[config.mk]
export PLATFORM = sky130hd
export DESIGN_NAME = vadd_seq_ctrl
export DESIGN_NICKNAME = d
export VERILOG_FILES = /design/src/rtl/vadd_seq_ctrl.sv
export SDC_FILE = /design/constraint.sdc
export NUM_CORES = 1
export LEC_CHECK = 0
export BUFFER_PORTS_ARGS = -buffer_cell sky130_fd_sc_hd__buf_2
export CAP_MARGIN = 15
export CORE_UTILIZATION = 60
export CTS_CLUSTER_DIAMETER = 60
export DETAILED_ROUTE_END_ITERATION = 6
export PLACE_DENSITY = 0.9
export SLEW_MARGIN = 20
export SYNTH_ARGS = -nofsm -noshare
export SYNTH_HDL_FRONTEND = slang
export SYNTH_SLANG_ARGS = --single-unit
[constraint.sdc]
create_clock -name clk -period 5.4 [get_ports clk]
set_clock_uncertainty 0.05 [all_clocks]
set_input_delay 0.81 -clock clk [delete_from_list [all_inputs] [get_ports clk]]
set_output_delay 0.81 -clock clk [all_outputs]
set_load 0.02 [all_outputs]
[src/rtl/vadd_seq_ctrl.sv]
// Beat sequencer for the 64-bit packed vector add/sub lane: splits one add-class
// instruction into 64-bit beats, strobes RF reads and drives the writeback handshake.
module vadd_seq_ctrl #(
    parameter int VL_WIDTH    = 8,
    parameter int SEW_WIDTH   = 2,
    parameter int OPSEL_WIDTH = 6,
    parameter int IDX_WIDTH   = 8
) (
    input  logic                   clk,
    input  logic                   rst,
    input  logic                   in_valid,
    output logic                   in_ready,
    input  logic [OPSEL_WIDTH-1:0] in_opsel,
    input  logic [SEW_WIDTH-1:0]   in_sew,
    input  logic [VL_WIDTH-1:0]    in_vl,
    input  logic                   in_carry,
    output logic [OPSEL_WIDTH-1:0] add_opsel,
    output logic [SEW_WIDTH-1:0]   add_sew,
    output logic                   add_carry,
    output logic                   rd_en,
    output logic [IDX_WIDTH-1:0]   rd_idx,
    output logic                   wb_valid,
    input  logic                   wb_ready,
    output logic [IDX_WIDTH-1:0]   wb_idx,
    output logic [7:0]             wb_be,
    output logic                   busy,
    output logic                   done
);

    localparam int TB_W = VL_WIDTH + 3;

    typedef enum logic [1:0] {
        ST_IDLE,
        ST_RUN,
        ST_FIN
    } state_t;

    state_t                 state_reg, state_next;
    logic [IDX_WIDTH-1:0]   issue_cnt_reg;
    logic [IDX_WIDTH-1:0]   beats_reg;
    logic [2:0]             tail_reg;
    logic [OPSEL_WIDTH-1:0] add_opsel_reg;
    logic [SEW_WIDTH-1:0]   add_sew_reg;
    logic                   add_carry_reg;
    logic                   wb_valid_reg;
    logic [IDX_WIDTH-1:0]   wb_idx_reg;
    logic [7:0]             wb_be_reg;

    logic [TB_W-1:0]        total_bytes;
    logic [IDX_WIDTH-1:0]   beats_calc;
    logic [7:0]             tail_mask;
    logic                   accept;
    logic                   issue_ok;
    logic                   last_issue;
    logic                   last_wb_hs;

    // Instruction length in bytes; a partial final beat rounds the beat count up.
    assign total_bytes = TB_W'(in_vl) << in_sew;
    assign beats_calc  = IDX_WIDTH'(total_bytes >> 3) + IDX_WIDTH'(|total_bytes[2:0]);

    for (genvar gi = 0; gi < 8; gi++) begin : g_tail_mask
        assign tail_mask[gi] = (tail_reg > 3'(gi));
    end

    assign accept     = in_valid & in_ready;
    assign issue_ok   = ~wb_valid_reg | wb_ready;
    assign last_issue = (issue_cnt_reg == beats_reg - 1'b1);
    assign last_wb_hs = wb_valid_reg & wb_ready & (wb_idx_reg == beats_reg - 1'b1);

    always_comb begin
        state_next = state_reg;
        in_ready   = 1'b0;
        busy       = 1'b0;
        done       = 1'b0;
        rd_en      = 1'b0;
        case (state_reg)
            ST_IDLE: begin
                in_ready = 1'b1;
                if (in_valid) begin
                    state_next = (beats_calc == '0) ? ST_FIN : ST_RUN;
                end
            end
            ST_RUN: begin
                busy  = 1'b1;
                rd_en = issue_ok & (issue_cnt_reg < beats_reg);
                if (last_wb_hs) begin
                    state_next = ST_FIN;
                end
            end
            ST_FIN: begin
                busy       = 1'b1;
                done       = 1'b1;
                state_next = ST_IDLE;
            end
            default: state_next = ST_IDLE;
        endcase
    end

    always_ff @(posedge clk or negedge rst) begin
        if (!rst) begin
            state_reg     <= ST_IDLE;
            issue_cnt_reg <= '0;
            beats_reg     <= '0;
            tail_reg      <= '0;
            add_opsel_reg <= '0;
            add_sew_reg   <= '0;
            add_carry_reg <= 1'b0;
            wb_valid_reg  <= 1'b0;
            wb_idx_reg    <= '0;
            wb_be_reg     <= '0;
        end else begin
            state_reg <= state_next;
            if (accept) begin
                add_opsel_reg <= in_opsel;
                add_sew_reg   <= in_sew;
                add_carry_reg <= in_carry;
                beats_reg     <= beats_calc;
                tail_reg      <= total_bytes[2:0];
                issue_cnt_reg <= '0;
            end
            // A stalled result holds; a fresh issue replaces it in the same cycle it drains.
            if (rd_en) begin
                issue_cnt_reg <= issue_cnt_reg + 1'b1;
                wb_valid_reg  <= 1'b1;
                wb_idx_reg    <= issue_cnt_reg;
                wb_be_reg     <= (last_issue && tail_reg != 3'd0) ? tail_mask : 8'hFF;
            end else if (wb_ready) begin
                wb_valid_reg  <= 1'b0;
            end
        end
    end

    assign add_opsel = add_opsel_reg;
    assign add_sew   = add_sew_reg;
    assign add_carry = add_carry_reg;
    assign rd_idx    = issue_cnt_reg;
    assign wb_valid  = wb_valid_reg;
    assign wb_idx    = wb_idx_reg;
    assign wb_be     = wb_be_reg;

endmodule

==> qor.yml, run 1 <==
hpwl_um: 5200
max_slew_margin: 0.439
hold_slack_ns: 0.418
synth_cell_types: 55
leakagePower_nw: 1.64
p_comb_frac: 0.507
die_h_um: 73.2
crit_fanout: 28
synth_edf_count: 0
track_usage: 0.280
critical-path-max-stage-delay_ns: 0.68
netlist_area_um2: 3040
dieArea_um2: 5350
ios: 59
drive_gt1_frac: 0.236
yosys_register_bits: 47
nNetsFinal: 420
synth_area_leaders: "dfrtp_1 39%, nand2_1 6.3%, ha_1 6.2%, xnor2_1 4.9%, mux2_2 3.7%"
peakVddDrop_mv: 0.288
fin_crit_ns: 3.58
cts_num_sinks: 47
cts_tree: "yes"
cp_top_family: "simple AND/OR/NAND/NOR gates"
vias_per_cell: 5.94
totalNegativeSetupSlack_ns: 0
vias: 2687
synth_common_cells: "51 x nand2_1, 47 x dfrtp_1, 20 x o21ai_0"
gr-usage-met3: 0.0414
drt_iter0_drc: 175
antenna_cells: 0
crit_chain: "ha_1, nor2b_1, o21a_1, o211ai_2, a21oi_1, or2_1, clkinv_1, buf_2"
busiest_layer: "met2"
clockRootBuffer: "clkbuf_8"
gp_congestion: 0.945
grt_max_degree: 48
hp-class: "flip-flop to flip-flop"
grt_setup_unrepaired: "no"
cp.buffers_inverters: 2
start_util: 0.635
port_buffers: 58
synthToLayoutAreaGrowth_pct: 13.2
cts-resized-gates: 0
async_reset_ff_frac: 1.00
start_kind: "flip-flop"
syn-num-nets: 372
swShare: 0.444
grt_pass1_wl_um: 11500
worst-r2r-setup-slack_ns: 2.22
grt_util_met2: 0.462
cts_setup_buffers: 0
report.final.slew_viol_count: 0
num_rows: 25
clk_pin_slew_ns: 0.09
route.detailed.drc: 0
max_cap_viol_count: 0
wl_per_cell_um: 15.6
cts_buffers: 5
synth.most_common_cell: "nand2_1"
clockPowerShare: 0.144
grt_pass1_vias: 2481
outcome: "finished, final reports clean"
n_fill_cell: 380
htree_levels: 2
finalCritPeriodShare: 0.662
die-width_um: 73.2
power.density_nw_per_um2: 456
first_pass_iters: 4
synth.largest_area_cell: "dfrtp_1"
grt_overflow_total: 0
yosysTopAreaCellShare: 0.387
clock_latency_ns: 0.30
p_seq_frac: 0.349
synth.avg_cell_area_um2: 9.05
ys_seq_area_frac: 0.387
use_met1: 0.359
worst_setup_path_end_kind: "output port"
worst_slew_pin_slew_ns: 0.841
p_switching_w: 0.000697
synth_cells: 336
postRouteAntennaNets: 0
cp.required_ns: 4.54
ys_warn_count: 0
antenna_found_initial: 0
cts_hold_buf: 0
clock_path_buffers: 2
drt_wl_total_um: 7060
synthFlopType: "dfrtp_1"
setup_viol_count_final: 0
core_area_um2: 4790
internal_power_w: 0.000871
crit_path_top_delay_cell: "or2_1"
arrival_ns: 2.72
path_class: "flip-flop to output port"
hold_viol: 0
fmax_ghz: 0.280
==> layout make-up <==
class | instances | area (µm²) | share of cell area
clock buffer | 6 | 82.6 | 0.0240
clock inverter | 2 | 16.3 | 0.00473
inverter | 16 | 60.1 | 0.0175
multi-input combinational | 255 | 1720 | 0.500
sequential | 47 | 1180 | 0.342
tap | 67 | 83.8 | 0.0244
timing repair buffer | 59 | 300 | 0.0873
==> cell families (layout without fill, tap and decap cells) <==
kind of cell / Yosys count / in the layout / synth area share
buf+inv: 34 / 83 / 0.0465
flops: 47 / 47 / 0.387
compound gates: 77 / 77 / 0.174
mux: 16 / 16 / 0.0568
simple gates: 121 / 121 / 0.194
fa+ha+maj: 15 / 15 / 0.0618
xor+xnor: 26 / 26 / 0.0799
==> metrics by stage <==
step	utilization	power, W	cell area (µm²)	worst slack (ns)	std cells
after global placement	0.698	0.00130	3340	2.00	444
after floorplan	-	0.00113	3040	2.03	336
final	0.719	0.00157	3440	1.82	452
after global routing	0.719	0.00167	3440	1.55	452
after CTS	0.718	0.00157	3440	1.80	452
after detailed placement	0.698	0.00134	3340	1.89	444
==> metal layers <==
| layer | wire length, µm | up-vias |
|---|---|---|
| met5 | 0 | - |
| met4 | 205 | 0 |
| met3 | 306 | 20 |
| li1 | - | 1280 |
| met1 | 3040 | 1298 |
| met2 | 3510 | 89 |
==> placed cells by master (no fill, tap or decap), types with 10 or more instances in the layout <==
master,n
buf_2,57
ha_1,15
o21ai_0,20
dfrtp_1,47
nand2_1,51
nor2_1,11
mux2_2,10
a21oi_1,14
nand3_1,17
inv_1,15
xnor2_1,17
==> final timing paths <==
| kind | startpoint | end | cells after the start |
|---|---|---|---|
| worst max-delay path | rd_idx[1] | rd_en | 8 |
| worst min-delay path | wb_be[0] | wb_be[0] | 1 |
| worst max register to register | rd_idx[1] | wb_be[1] | 8 |
| worst min register to register | wb_be[0] | wb_be[0] | 1 |
| max in group asynchronous | rst | state_reg[1] | 1 |
| min in group asynchronous | rst | wb_be[1] | 1 |
==> power by group through the flow <==
stage,Combinational [W],Clock [W],Sequential [W]
2_1_floorplan,0.000520,0,0.000608
3_3_place_gp,0.000750,0,0.000546
3_5_place_dp,0.000789,0,0.000553
5_1_grt,0.000861,0.000246,0.000560
6_report,0.000795,0.000226,0.000548
4_1_cts,0.000793,0.000231,0.000546
(Power assumes the default switching activity.)
==> run 2: changes to the inputs <==
ABC_AREA = 1   (was default)
CORE_UTILIZATION = 51   (was 60)
PLACE_DENSITY = 0.81   (was 0.9)
clock period = 3.2 ns   (was 5.4 ns; I/O delays follow)
==> run 2 against run 1 <==
  * Synthesized cell count grew 27%
  * Die area up 22%
  * Combinational power increased by 95%
  * Worst setup slack got worse by 1.3 ns
  * Hold slack got worse by 0.31 ns
  * Clock power up 70%
  * Utilization decreased by 12 points
==> qor.yml, run 2 <==
core_area_um2: 5960  # was 4790 µm²
cp-startpoint: "rd_idx[3]"  # was rd_idx[1]
path_class: "flip-flop to output port"  # unchanged
antenna_found_initial: 0  # unchanged
r2r_end: "wb_be[6]"  # was wb_be[1]
r2r-start: "beats_reg[0]"  # was rd_idx[1]
port_buffers: 58  # unchanged
crit_fanout: 10  # was 28
hold_viol: 0  # unchanged
vias: 2915  # was 2687
max_cap_viol_count: 0  # unchanged
die_h_um: 80.8  # was 73.2 µm
arrival_ns: 2.16  # was 2.72 ns
vias_per_cell: 5.22  # was 5.94
num_rows: 28  # was 25
fin_total_pwr_w: 0.00291  # was 0.00157 W
track_usage: 0.235  # was 0.280
worst-r2r-setup-slack_ns: 0.97  # was 2.22 ns
synth.avg_cell_area_um2: 7.42  # was 9.05 µm²
yosys_register_bits: 47  # unchanged
syn-num-nets: 463  # was 372
synthToLayoutAreaGrowth_pct: 13.1  # was 13.2%
netlist_area_um2: 3170  # was 3040 µm²
synth_cells: 427  # was 336
cp.buffers_inverters: 2  # unchanged
yosysTopAreaCellShare: 0.371  # was 0.387
multi_input_area_um2: 1750  # was 1720 µm²
grt_pass1_vias: 2719  # was 2481
synth.most_common_cell: "nand2_1"  # unchanged
register_area_um2: 1180  # unchanged
drt_iter0_drc: 193  # was 175
clockRootBuffer: "clkbuf_8"  # unchanged
leakagePower_nw: 1.89  # was 1.64 nW
htree_levels: 2  # unchanged
dieArea_um2: 6530  # was 5350 µm²
cts_hold_buf: 0  # unchanged
synth_edf_count: 0  # unchanged
fmax_ghz: 0.371
async_reset_ff_frac: 1.00  # unchanged
final_common_cell: "nand2_1"  # was buf_2
clock_path_buffers: 2  # unchanged
mostFrequentLayoutCells: "144 x nand2_1, 57 x buf_2, 47 x dfrtp_1, 37 x nand3_1, 36 x inv_1"  # was 57 x buf_2, 51 x nand2_1, 47 x dfrtp_1, 20 x o21ai_0
totalNegativeSetupSlack_ns: 0  # unchanged
start_util: 0.532  # was 0.635
outcome: "finished, final reports clean"  # unchanged
report.final.slew_viol_count: 0  # unchanged
crit_path_top_delay_cell: "dfrtp_1"  # was or2_1
grt_pass1_wl_um: 11900  # was 11500 µm
synthFlopType: "dfrtp_1"  # unchanged
cts_tree: "yes"  # unchanged
hpwl_um: 5220  # was 5200 µm
peakVddDrop_mv: 0.534  # was 0.288 mV
n_fill_cell: 597  # was 380
synth_area_leaders: "dfrtp_1 37%, nand2_1 17%, ha_1 5.9%, nand3_1 5.8%, o21ai_0 4.6%"  # was dfrtp_1 39%, nand2_1 6.3%, ha_1 6.2%, xnor2_1 4.9%, mux2_2 3.7%
max_slew_margin: 0.582  # was 0.439
drt_wl_total_um: 6920  # was 7060 µm
cp.required_ns: 2.67  # was 4.54 ns
synth_cell_types: 37  # was 55
power.density_nw_per_um2: 813  # was 456 nW/µm²
nNetsFinal: 518  # was 420
ios: 59  # unchanged
critical-path-max-stage-delay_ns: 0.48  # was 0.68 ns
worst_slew_pin_slew_ns: 0.627  # was 0.841 ns
synth_common_cells: "144 x nand2_1, 47 x dfrtp_1, 37 x nand3_1"  # was 51 x nand2_1, 47 x dfrtp_1, 20 x o21ai_0
cp-endpoint: "rd_en"  # unchanged
drive_gt1_frac: 0.236  # about the same
fin_crit_ns: 2.69
cts_buffers: 5  # unchanged
gp_congestion: 0.912  # was 0.945
cp_top_family: "buffers and inverters"  # was simple AND/OR/NAND/NOR gates
cts-resized-gates: 0  # unchanged
die-width_um: 80.8  # was 73.2 µm
grt_setup_unrepaired: "no"  # unchanged
clk_pin_slew_ns: 0.09  # about the same
grt_overflow_total: 0  # unchanged
grt_max_degree: 48  # unchanged
postRouteAntennaNets: 0  # unchanged
clock_latency_ns: 0.31  # was 0.30 ns
synth.largest_area_cell: "dfrtp_1"  # unchanged
ys_warn_count: 0  # unchanged
setup_viol_count_final: 0  # unchanged
first_pass_iters: 4  # unchanged
cts_setup_buffers: 0  # unchanged
antenna_cells: 0  # unchanged
rr_worst_depth: 12  # was 8
cts_num_sinks: 47  # unchanged
crit_chain: "ha_1, nand2_1, o21ai_0, a21oi_1, nand3_1, clkinv_1, buf_2"  # was ha_1, nor2b_1, o21a_1, o211ai_2, a21oi_1, or2_1, clkinv_1, buf_2
start_kind: "flip-flop"  # unchanged
hp-class: "primary input to async pin"  # was flip-flop to flip-flop
ys_seq_area_frac: 0.371  # was 0.387
wl_per_cell_um: 12.4  # was 15.6 µm
finalCritPeriodShare: 0.841
worst_setup_path_end_kind: "output port"  # unchanged
worst-path-stages: 7  # was 8
route.detailed.drc: 0  # unchanged
## run 2: changes by cell type in the layout (fill, tap and decap cells not counted), sizes merged, moves of 6 or more
cell,before,now
o21ai,20,31
a21oi,14,8
nor2,11,30
mux2,10,0
a21o,7,0
nand3,17,45
inv,15,43
xnor2,19,2
nand2,51,162
## run 2: final cells by class
class	instances	share of cell area
clock buffers	5	0.0192
well taps	75	0.0262
multi-input cells	326	0.488
flip-flops and latches	47	0.328
inverters	42	0.0454
clock inverters	3	0.00699
repair buffers	60	0.0859
## run 2: cells by family after synthesis
family          Yosys count  synth area share
simple gates            253             0.379
buf+inv                  54            0.0770
compound gates           50            0.0912
flops                    47             0.371
fa+ha+maj                15            0.0592
xor+xnor                  7            0.0194
mux                       1           0.00316
## run 2: metal layers
metal,track usage,up-vias,share of wire
met3,0.0483,12,0.054
met2,0.388,74,0.46
li1,-,1492,-
met4,0.0804,0,0.017
met1,0.305,1337,0.47
met5,0,-,0
## run 2: metrics by stage
step / instance area [µm²] / instances / hold slack [ns] / util / setup WS [ns]
after global routing: 3580 / 558 / 0.156 / 0.601 / 0.370
after detailed placement: 3490 / 550 / 0.400 / 0.585 / 0.545
after CTS: 3580 / 558 / 0.293 / 0.601 / 0.530
final: 3580 / 558 / 0.112 / 0.601 / 0.508
after global placement: 3490 / 550 / 0.397 / 0.585 / 0.715
after floorplan: 3170 / 427 / 0.134 / - / 0.860
## run 2: worst reg2reg max path: stages, from the launching register on
cell and delay [ns]:
dfrtp_1 0.44, inv_1 0.12, ha_1 0.25, inv_1 0.06
nand2_1 0.05, nand2_1 0.08, xor2_1 0.15, nor3_1 0.19
nand3_1 0.10, nor2_1 0.24, nand3_2 0.15, o21bai_1 0.17
nand2_1 0.07
## run 2: power breakdown
group	internal, W	switching [W]	total (W)
registers	0.000806	0.000171	0.000977
logic	0.000530	0.00102	0.00155
clock network	0.000159	0.000225	0.000384
## run 2: worst min-delay path by stage
stage | from | endpoint | slack, ns | cells past startpoint
after floorplan | rst | add_carry | 0.13 | 0
after global placement | wb_be[0] | wb_be[0] | 0.40 | 1
after detailed placement | wb_be[0] | wb_be[0] | 0.40 | 1
after CTS | in_opsel[1] | add_opsel[1] | 0.29 | 3
after global routing | rst | wb_be[2] | 0.16 | 1
final | rst | add_carry | 0.11 | 1
==> run 3: changes to the inputs <==
clock period = 2.45 ns   (was 3.2 ns; I/O delays follow)
==> run 3 against run 2 <==
  * The run now ends with hold timing left
  * Combinational power increased by 34%
  * Clock power increased by 24%
  * Via count up 1.4%
  * Worst setup slack got worse by 0.34 ns
  * Final area grew 0.77%
  * Flip-flop and latch count stayed put
  * Global-route usage is 0.67 points higher
  * Register-to-register slack worse by 0.68 ns
  * Hold slack worse by 0.13 ns
  * Critical path depth unchanged
  * Die area unchanged
  * Largest cell class unchanged
  * Critical path type unchanged
  * Utilization grew 0.46 points
==> qor.yml, run 3 (synthesized netlist as in run 2, its figures left out) <==
cts_setup_buffers: 0  # unchanged
drt_iter0_drc: 191  # was 193
core_area_um2: 5960  # unchanged
antenna_found_initial: 0  # unchanged
route.detailed.drc: 0  # unchanged
report.final.slew_viol_count: 0  # unchanged
port_buffers: 58  # unchanged
num_rows: 28  # unchanged
cts_num_sinks: 47  # unchanged
fin_crit_ns: 2.28
p_seq_frac: 0.335  # about the same
setup_viol_count_final: 0  # unchanged
peakVddDrop_mv: 0.700  # was 0.534 mV
hpwl_um: 5450  # was 5220 µm
arrival_ns: 1.86  # was 2.16 ns
grt_pass1_wl_um: 12300  # was 11900 µm
path_class: "flip-flop to output port"  # unchanged
track_usage: 0.242  # was 0.235
ios: 59  # unchanged
antenna_cells: 0  # unchanged
max_slew_margin: 0.542  # was 0.582
fmax_ghz: 0.438
p_comb_frac: 0.540  # was 0.533
crit_fanout: 9  # was 10
wl_per_cell_um: 12.7  # was 12.4 µm
synthToLayoutAreaGrowth_pct: 13.9  # was 13.1%
nNetsFinal: 522  # was 518
drive_gt1_frac: 0.244  # was 0.236
gp_congestion: 0.884  # was 0.912
grt_pass1_vias: 2882  # was 2719
clockPowerShare: 0.125  # was 0.132
clk_pin_slew_ns: 0.09  # about the same
violations: "hold timing"
max_cap_viol_count: 0  # unchanged
mostFrequentLayoutCells: "144 x nand2_1, 58 x buf_2, 47 x dfrtp_1, 37 x nand3_1, 36 x inv_1"  # was 144 x nand2_1, 57 x buf_2, 47 x dfrtp_1, 37 x nand3_1, 36 x inv_1
postRouteAntennaNets: 0  # unchanged
clock_latency_ns: 0.31  # about the same
grt_max_degree: 38  # was 48
leakagePower_nw: 1.90  # was 1.89 nW
worst_slack_ns: 0.169  # was 0.508 ns
cp.required_ns: 2.03  # was 2.67 ns
internal_power_w: 0.00197  # was 0.00149 W
clockRootBuffer: "clkbuf_8"  # unchanged
vias_per_cell: 5.26  # was 5.22
htree_levels: 2  # unchanged
final_area_um2: 3610  # was 3580 µm²
outcome: "finished with violations"  # was finished, final reports clean
start_util: 0.532  # unchanged
swShare: 0.485  # was 0.486
worst_setup_path_end_kind: "output port"  # unchanged
vias: 2957  # was 2915
hold_slack_ns: -0.0160  # was 0.112 ns
clock_path_buffers: 2  # unchanged
final_common_cell: "nand2_1"  # unchanged
place_ws_ns: 0.0888  # was 0.545 ns
hp-class: "primary input to async pin"  # unchanged
power.density_nw_per_um2: 1060  # was 813 nW/µm²
drt_wl_total_um: 7130  # was 6920 µm
grt_overflow_total: 0  # unchanged
dieArea_um2: 6530  # unchanged
totalNegativeSetupSlack_ns: 0  # unchanged
finalCritPeriodShare: 0.931
cts_buffers: 5  # unchanged
post_dp_cell_area_um2: 3520  # was 3490 µm²
die_h_um: 80.8  # unchanged
first_pass_iters: 4  # unchanged
p_switching_w: 0.00186  # was 0.00142 W
die-width_um: 80.8  # unchanged
worst_slew_pin_slew_ns: 0.686  # was 0.627 ns
hold_viol: 22  # was 0
cts_tree: "yes"  # unchanged
start_kind: "flip-flop"  # unchanged
[run 3: path summary, 6_finish.rpt]
kind / from / to / slack (ns) / cells after the start
worst max-delay path: rd_idx[3] / rd_en / 0.17 / 7
worst min-delay path: rst / wb_idx[2] / -0.02 / 1
worst max register to register: beats_reg[0] / wb_be[1] / 0.29 / 12
worst min register to register: wb_be[0] / wb_be[0] / 0.43 / 1
max in group asynchronous: rst / state_reg[0] / 1.67 / 2
min in group clk: in_carry / add_carry / 0.20 / 3
[run 3: layout make-up]
| cell class | instances | area (µm²) |
|---|---|---|
| clock buffer | 6 | 72.6 |
| clock inverter | 2 | 16.3 |
| tap | 75 | 93.8 |
| fill | 560 | 2350 |
| sequential | 47 | 1180 |
| inverter | 42 | 163 |
| multi-input combinational | 326 | 1750 |
| timing repair buffer | 64 | 335 |
[run 3: repair_timing]
item | in CTS | in global routing
hold buffers | 0 | 0
resized for setup | 0 | 2
endpoints found under the setup margin | 0 | 5
[run 3: worst max-delay path: stages (launching register included)]
cell and delay (ns):
dfrtp_1 0.48, ha_1 0.34, a21oi_1 0.13, o21ai_0 0.10, a21oi_1 0.14, nand3_1 0.12
clkinv_1 0.08, buf_2 0.16
[run 3: power groups by stage]
stage,logic (W),clock network [W],registers [W]
after floorplan,0.00129,0,0.00148
after global placement,0.00198,0,0.00128
after detailed placement,0.00204,0,0.00129
after CTS,0.00207,0.000485,0.00128
after global routing,0.00235,0.000517,0.00132
final,0.00207,0.000477,0.00128
[run 3: metrics by stage]
step / std cells / power [W] / hold slack (ns) / utilization
2_1_floorplan: 427 / 0.00276 / 0.0219 / -
3_3_place_gp: 554 / 0.00327 / 0.333 / 0.590
3_5_place_dp: 554 / 0.00334 / 0.339 / 0.590
4_1_cts: 562 / 0.00383 / 0.00508 / 0.605
5_1_grt: 562 / 0.00418 / 0.0200 / 0.606
6_report: 562 / 0.00383 / -0.0160 / 0.606
[run 3: per-layer routing]
layer  part of all wire  GRT usage  wire length, µm  vias up
li1                   -          -                -     1488
met1               0.45      0.293             3180     1377
met2               0.48      0.428             3450       75
met3              0.052     0.0472              371       17
met4              0.018     0.0786              131        0
met5                  0          0                0        -
